File: config.mk
export PLATFORM = sky130hd
export DESIGN_NAME = gpio_serial_loader_flat
export DESIGN_NICKNAME = d
export VERILOG_FILES = /design/src/rtl/gpio_loader_pkg.sv /design/src/rtl/gpio_serial_loader_if.sv /design/src/rtl/gpio_serial_tick.sv /design/src/rtl/gpio_serial_loader.sv /design/src/flat_wrapper.sv
export SDC_FILE = /design/constraint.sdc
export NUM_CORES = 1
export LEC_CHECK = 0
export BUFFER_PORTS_ARGS = -buffer_cell sky130_fd_sc_hd__buf_2
export CAP_MARGIN = 5
export CORE_ASPECT_RATIO = 1.2
export CORE_MARGIN = 8
export CORE_UTILIZATION = 30
export DETAILED_ROUTE_END_ITERATION = 16
export GPL_TIMING_DRIVEN = 1
export SKIP_LAST_GASP = 1
export SYNTH_ARGS = -nofsm -noshare
export SYNTH_HDL_FRONTEND = slang
export SYNTH_HIERARCHICAL = 1
export SYNTH_SLANG_ARGS = --single-unit
File: constraint.sdc
create_clock -name wb_clk_i -period 3.1 [get_ports wb_clk_i]
set_clock_uncertainty 0.15 [all_clocks]
set_input_delay 0.93 -clock wb_clk_i [delete_from_list [all_inputs] [get_ports wb_clk_i]]
set_output_delay 0.93 -clock wb_clk_i [all_outputs]
set_load 0.005 [all_outputs]
File: src/rtl/gpio_loader_pkg.sv
// Shared types and sizing helpers for the GPIO serial loader.
// Imported by the loader, its tick generator and its interface.
package gpio_loader_pkg;

  typedef enum logic [2:0] {
    IDLE,
    SHIFT_LO,
    SHIFT_HI,
    LOAD,
    DONE
  } state_t;

  localparam int DEF_TOTAL_PADS = 38;
  localparam int DEF_AREA1PADS  = 19;
  localparam int DEF_CFG_BITS   = 13;

  function automatic int cnt_w(input int n);
    return (n < 2) ? 1 : $clog2(n);
  endfunction

  function automatic int max2(input int a, input int b);
    return (a > b) ? a : b;
  endfunction

endpackage

File: src/rtl/gpio_serial_loader_if.sv
// Host-side request/config bus of the GPIO serial loader.
// The loader is the slave; the host is the master.
interface gpio_serial_loader_if
  import gpio_loader_pkg::*;
#(
  parameter int IDX_W    = 6,
  parameter int CFG_BITS = DEF_CFG_BITS
);

  logic                start;
  logic                busy;
  logic                done;
  logic [IDX_W-1:0]    cfg_idx_1;
  logic [IDX_W-1:0]    cfg_idx_2;
  logic [CFG_BITS-1:0] cfg_data_1;
  logic [CFG_BITS-1:0] cfg_data_2;

  modport master (
    output start,
    output cfg_data_1,
    output cfg_data_2,
    input  busy,
    input  done,
    input  cfg_idx_1,
    input  cfg_idx_2
  );

  modport slave (
    input  start,
    input  cfg_data_1,
    input  cfg_data_2,
    output busy,
    output done,
    output cfg_idx_1,
    output cfg_idx_2
  );

endinterface

File: src/rtl/gpio_serial_tick.sv
// Phase tick: pulses on the last cycle of every CLK_HALF-cycle phase.
// Counter restarts whenever the loader is idle.
module gpio_serial_tick
  import gpio_loader_pkg::*;
#(
  parameter int CLK_HALF = 1
) (
  input  logic clk,
  input  logic rst_n,
  input  logic en,
  output logic tick
);

  localparam int W = cnt_w(CLK_HALF);
  localparam logic [W-1:0] LAST = W'(CLK_HALF - 1);

  logic [W-1:0] cnt;

  assign tick = en && (cnt == LAST);

  always_ff @(posedge clk or negedge rst_n) begin
    if (!rst_n) begin
      cnt <= '0;
    end else if (!en || tick) begin
      cnt <= '0;
    end else begin
      cnt <= cnt + 1'b1;
    end
  end

endmodule

File: src/rtl/gpio_serial_loader.sv
// Shifts every pad configuration word into two GPIO control chains,
// MSB first, then strobes serial_load once both chains are full.
module gpio_serial_loader
  import gpio_loader_pkg::*;
#(
  parameter int TOTAL_PADS = DEF_TOTAL_PADS,
  parameter int AREA1PADS  = DEF_AREA1PADS,
  parameter int CFG_BITS   = DEF_CFG_BITS,
  parameter int CLK_HALF   = 1
) (
  input  logic wb_clk_i,
  input  logic wb_rstn_i,
  gpio_serial_loader_if.slave bus,
  output logic serial_clock,
  output logic serial_load,
  output logic serial_resetn,
  output logic serial_data_1,
  output logic serial_data_2
);

  localparam int L1     = AREA1PADS;
  localparam int L2     = TOTAL_PADS - AREA1PADS;
  localparam int S      = max2(L1, L2);
  localparam int OFF1   = S - L1;
  localparam int OFF2   = S - L2;
  localparam int IDX_W  = $clog2(TOTAL_PADS);
  localparam int STEP_W = cnt_w(S);
  localparam int BIT_W  = cnt_w(CFG_BITS);

  localparam logic [STEP_W-1:0] LAST_STEP = STEP_W'(S - 1);
  localparam logic [BIT_W-1:0]  TOP_BIT   = BIT_W'(CFG_BITS - 1);

  state_t             state;
  logic [STEP_W-1:0]  step;
  logic [BIT_W-1:0]   bit_n;
  logic               busy_q;
  logic               done_q;
  logic               sclk_q;
  logic               load_q;
  logic               rstn_q;
  logic [IDX_W-1:0]   idx1_q;
  logic [IDX_W-1:0]   idx2_q;
  logic               tick;
  logic               real_1;
  logic               real_2;
  logic               last;
  logic [STEP_W-1:0]  step_nx;

  // Chain 1 runs pad L1-1 down to 0; chain 2 runs pad L1 upward.
  function automatic logic [IDX_W-1:0] pad1(input logic [STEP_W-1:0] s);
    int k;
    k = int'(s) - OFF1;
    return (k < 0) ? '0 : IDX_W'(AREA1PADS - 1 - k);
  endfunction

  function automatic logic [IDX_W-1:0] pad2(input logic [STEP_W-1:0] s);
    int k;
    k = int'(s) - OFF2;
    return (k < 0) ? '0 : IDX_W'(AREA1PADS + k);
  endfunction

  gpio_serial_tick #(
    .CLK_HALF (CLK_HALF)
  ) u_tick (
    .clk   (wb_clk_i),
    .rst_n (wb_rstn_i),
    .en    (busy_q),
    .tick  (tick)
  );

  assign real_1  = int'(step) >= OFF1;
  assign real_2  = int'(step) >= OFF2;
  assign step_nx = step + STEP_W'(1);
  assign last    = (step == LAST_STEP) && (bit_n == '0);

  // Selects only move on SHIFT_LO entry, so the data bits do too.
  assign serial_data_1 = busy_q & real_1 & bus.cfg_data_1[bit_n];
  assign serial_data_2 = busy_q & real_2 & bus.cfg_data_2[bit_n];

  assign serial_clock  = sclk_q;
  assign serial_load   = load_q;
  assign serial_resetn = rstn_q;
  assign bus.busy      = busy_q;
  assign bus.done      = done_q;
  assign bus.cfg_idx_1 = idx1_q;
  assign bus.cfg_idx_2 = idx2_q;

  always_ff @(posedge wb_clk_i or negedge wb_rstn_i) begin
    if (!wb_rstn_i) begin
      rstn_q <= 1'b0;
    end else begin
      rstn_q <= 1'b1;
    end
  end

  always_ff @(posedge wb_clk_i or negedge wb_rstn_i) begin
    if (!wb_rstn_i) begin
      state  <= IDLE;
      step   <= '0;
      bit_n  <= '0;
      busy_q <= 1'b0;
      done_q <= 1'b0;
      sclk_q <= 1'b0;
      load_q <= 1'b0;
      idx1_q <= '0;
      idx2_q <= '0;
    end else begin
      case (state)
        IDLE: begin
          if (bus.start) begin
            state  <= SHIFT_LO;
            busy_q <= 1'b1;
            step   <= '0;
            bit_n  <= TOP_BIT;
            idx1_q <= pad1('0);
            idx2_q <= pad2('0);
          end
        end
        SHIFT_LO: begin
          if (tick) begin
            state  <= SHIFT_HI;
            sclk_q <= 1'b1;
          end
        end
        SHIFT_HI: begin
          if (tick) begin
            sclk_q <= 1'b0;
            if (last) begin
              state  <= LOAD;
              load_q <= 1'b1;
            end else begin
              state <= SHIFT_LO;
              if (bit_n == '0) begin
                bit_n  <= TOP_BIT;
                step   <= step_nx;
                idx1_q <= pad1(step_nx);
                idx2_q <= pad2(step_nx);
              end else begin
                bit_n <= bit_n - 1'b1;
              end
            end
          end
        end
        LOAD: begin
          if (tick) begin
            state  <= DONE;
            load_q <= 1'b0;
            busy_q <= 1'b0;
            done_q <= 1'b1;
            step   <= '0;
            bit_n  <= '0;
            idx1_q <= '0;
            idx2_q <= '0;
          end
        end
        DONE: begin
          state  <= IDLE;
          done_q <= 1'b0;
        end
        default: state <= IDLE;
      endcase
    end
  end

endmodule

File: src/flat_wrapper.sv
// flat-port wrapper written by rule: the top's interface ports become plain ports
module gpio_serial_loader_flat import gpio_loader_pkg::*;
#(
  parameter int TOTAL_PADS = DEF_TOTAL_PADS,
  parameter int AREA1PADS  = DEF_AREA1PADS,
  parameter int CFG_BITS   = DEF_CFG_BITS,
  parameter int CLK_HALF   = 1
)
  (wb_clk_i, wb_rstn_i, serial_clock, serial_load, serial_resetn, serial_data_1, serial_data_2, bus_start, bus_cfg_data_1, bus_cfg_data_2, bus_busy, bus_done, bus_cfg_idx_1, bus_cfg_idx_2);
  gpio_serial_loader_if #(.IDX_W(6), .CFG_BITS(CFG_BITS)) bus_i ();
  input  logic wb_clk_i;
  input  logic wb_rstn_i;
  output logic serial_clock;
  output logic serial_load;
  output logic serial_resetn;
  output logic serial_data_1;
  output logic serial_data_2;
  input wire logic [$bits(bus_i.start)-1:0] bus_start;
  input wire logic [$bits(bus_i.cfg_data_1)-1:0] bus_cfg_data_1;
  input wire logic [$bits(bus_i.cfg_data_2)-1:0] bus_cfg_data_2;
  output wire logic [$bits(bus_i.busy)-1:0] bus_busy;
  output wire logic [$bits(bus_i.done)-1:0] bus_done;
  output wire logic [$bits(bus_i.cfg_idx_1)-1:0] bus_cfg_idx_1;
  output wire logic [$bits(bus_i.cfg_idx_2)-1:0] bus_cfg_idx_2;
  assign bus_i.start = bus_start;
  assign bus_i.cfg_data_1 = bus_cfg_data_1;
  assign bus_i.cfg_data_2 = bus_cfg_data_2;
  assign bus_busy = bus_i.busy;
  assign bus_done = bus_i.done;
  assign bus_cfg_idx_1 = bus_i.cfg_idx_1;
  assign bus_cfg_idx_2 = bus_i.cfg_idx_2;
  gpio_serial_loader #(.TOTAL_PADS(TOTAL_PADS), .AREA1PADS(AREA1PADS), .CFG_BITS(CFG_BITS), .CLK_HALF(CLK_HALF)) u_core (.wb_clk_i(wb_clk_i), .wb_rstn_i(wb_rstn_i), .bus(bus_i), .serial_clock(serial_clock), .serial_load(serial_load), .serial_resetn(serial_resetn), .serial_data_1(serial_data_1), .serial_data_2(serial_data_2));
endmodule
==> results by group <==
Outcome
  – Status: complete, but fails checks
  – Failing checks: negative setup slack

Timing
  – Hold Vio Cnt, Final: 0
  – Worst Tran Pin Value: 0.874 ns
  – Final Cycle Share: 101%
  – Peak Freq: 318 MHz
  – # setup viols final: 2
  – Post-route setup slack: -0.0435 ns
  – Slew HR: 41.3%
  – Min Hold Slack: 0.324 ns
  – RSZ-0062 raised after global routing: yes
  – Minimum clock period: 3.14 ns
  – Setup tns final: -0.0853 ns
  – Pins Over Slew Limit: 0

Detailed routing
  – Routed Wire Length: 4.48 mm
  – Routed Antenna Nets: 0
  – Via Count: 1,489
  – # DRC: 0
  – DR pass1 iterations: 4
  – DR WL/cell: 14.7 um
  – Initial DRC count: 57
  – Average via count per standard cell: 4.88

Pwr
  – NetSw: 725 uW
  – Internal Power: 1.02 mW
  – Pleak: 1.02 nW
  – Power Dens Cells: 784 mW/mm2
  – Flop pwr share: 37.3%
  – Clk pwr share: 16.7%
  – Logic gate share of total power: 46.0%
  – Sw Ratio: 41.5%
  – IR Drop Worst-Case VDD: 0.296 mV
  – Power Total: 1.75 mW

Clock tree
  – CTS Buf Count: 5
  – CTS tree: built
  – CTS clk-pin slew, worst paths: 0.06 ns
  – Root Buffer: clkbuf_8
  – Postcts setup bufs: 0
  – Clock Latency Late Sink: 0.28 ns
  – CTS Sinks: 29
  – H-tree Lvls: 2
  – Clock tree buffer depth: 2

Die
  – IO Pins: 48
  – Core area: 0.00601 mm2
  – Row cnt: 31
  – DIE AREA: 0.00893 mm2
  – Die Wd: 87.6 um
  – Chip height: 102 um
  – Initial Utilization: 30.7%

Logic synthesis
  – YS warnings: 6
  – Syn avg cell area: 10.4 um2
  – Synth cell types: 50
  – Commonest cells post-synth: dfrtp_1 (29), nand2_1 (13), o21ai_0 (11), o21ai_1 (11)
  – Async set-reset flop share out of synthesis: 100%
  – Yosys top cell by area: dfrtp_1
  – Xor-xnor portion of the synthesized cell area: 2.37%
  – Synth Area in Adders: 4.07%
  – Top_reg_cell synth: dfrtp_1
  – Number of synthesized register bits: 29
  – EDFF count, synth: 0
  – Count leader, synth: dfrtp_1
  – Mux share of post-synthesis cell area: 13.0%
  – Synth Area in Simple Gates: 15.9%
  – Synth Area in Compound Gates: 19.0%
  – Main combinational cell family by area after synthesis: compound AO/OA/AOI/OAI gates
  – Cells after synthesis: 177
  – Synthesized area: 0.00185 mm2
  – Sequential area share after synthesis: 39.3%
  – Top-area cell type share of the netlist area: 39.3%
  – Synth area leaders: dfrtp_1 (39%), mux4_1 (7.1%), ha_1 (4.1%), o21ai_0 (3.0%), o21ai_1 (3.0%)
  – Syn nets: 212

Critical path
  – Crit path kind: in2out
  – CP Launch Type: input port
  – Worst Path Required: 2.02 ns
  – Worst path arrival time: 2.06 ns
  – CP max FO: 1
  – Crit end category: output pin

Flow run
  – Maxcap violations: 0

Global routing
  – Initial antenna violation count: 0
  – Largest net degree at the start of global routing: 30
  – Overall Global Routing Usage: 10.8%
  – Global route overflow: 0
  – First-pass GRT wire length: 7.50 mm
  – Vias in the first global route: 1,514

Layout
  – Share of cells above drive strength 1: 32.7%
  – Area growth, synth to finish: 20.6%
  – Area taken by multi-input logic gates: 0.00101 mm2
  – Non-Filler Instances: 305
  – Register area: 727 um2
  – Filler cell count: 632
  – Antenna cell count: 0
  – Post-layout util: 37.0%
  – Nets: 257

Placed design
  – Final RePlAce weighted congestion: 0.819
  – Buffers added on ports: 47
  – Placed cells: 297
  – Post-DP HPWL: 3.30 mm

Worst hold path
  – Hold Path Class: reg2reg
## metal layers
layer / global-route usage, % / routed length, um / vias up
met3: 3.22 / 269 / 7
li1: - / - / 729
met5: 0 / 0 / -
met1: 12.9 / 1920 / 720
met4: 4.91 / 81 / 0
met2: 17.5 / 2210 / 33
## cell families (layout without fill, tap and decap cells)
family,count (synthesis),count (layout)
compound gates,54,54
xor+xnor,5,5
fa+ha+maj,6,6
buf+inv,19,65
flops,29,29
mux,13,13
other cells,2,2
simple gates,49,49
## power groups by stage
stage | logic (mW) | registers (mW) | clock network, mW
4_1_cts | 0.810 | 0.651 | 0.307
5_1_grt | 0.906 | 0.675 | 0.325
3_3_place_gp | 0.780 | 0.649 | 0
3_5_place_dp | 0.785 | 0.655 | 0
2_1_floorplan | 0.669 | 0.569 | 0
6_report | 0.803 | 0.651 | 0.292
## worst max-delay path, cell delays in order
cell and delay (ns):
buf_6 0.09, mux4_2 0.45, mux2_4 0.28, o21ai_2 0.11, a31oi_1 0.05, buf_2 0.16
## layout make-up
| cell class | count | area share, % |
|---|---|---|
| sequential | 29 | 32.7 |
| clock buffer | 8 | 3.60 |
| tap | 82 | 4.61 |
| multi-input combinational | 129 | 45.6 |
| timing repair buffer | 48 | 12.0 |
| inverter | 9 | 1.52 |
## per-stage QoR
stage	setup WS (ns)	area, um2
2_1_floorplan	0.200	1850
3_3_place_gp	-0.0702	2120
3_5_place_dp	-0.0960	2120
4_1_cts	-0.0557	2220
5_1_grt	-0.0906	2230
6_report	-0.0435	2230
## sequential cells by signal, indices dropped and copies added, names as in the netlist
name,flops
u_core/bus.cfg_idx_1,6
u_core/bus.cfg_idx_2,5
u_core/step,5
u_core/bit_n,4
u_core/state,3
u_core/bus.busy,1
u_core/bus.done,1
u_core/serial_clock,1
u_core/serial_load,1
u_core/serial_resetn,1
u_core/u_tick/cnt,1
## cells in the final DEF (no fill, tap or decap), types with 4 or more instances in the layout
master    instances
buf_2            43
dfrtp_1          28
nand2_1          13
o21ai_0          11
o21ai_1           9
inv_1             8
nor2_1            8
ha_1              6
clkbuf_8          5
a31oi_1           5
a21oi_1           5
nor3_1            5
buf_6             4
mux4_2            4
mux2_4            4
xor2_1            4
## what timing repair did
action / in CTS / in global routing
hold buffers: 0 / 0
setup endpoints to repair: 2 / 2
gates resized for setup: 10 / 2
## path summary, 6_finish.rpt
path | start | end | slack, ns | cells past startpoint
worst max register to register | u_core/bus.busy | u_core/step[4] | 0.70 | 5
worst max-delay path | bus_cfg_data_1[7] | serial_data_1 | -0.04 | 6
worst min register to register | u_core/bus.cfg_idx_2[5] | u_core/bus.cfg_idx_2[5] | 0.32 | 1
worst min-delay path | u_core/bus.cfg_idx_2[5] | u_core/bus.cfg_idx_2[5] | 0.32 | 1
max in group asynchronous | wb_rstn_i | u_core/bit_n[0] | 1.82 | 1
min in group asynchronous | wb_rstn_i | u_core/bit_n[2] | 0.52 | 1
No activity file was read; power rests on OpenSTA's default activity.
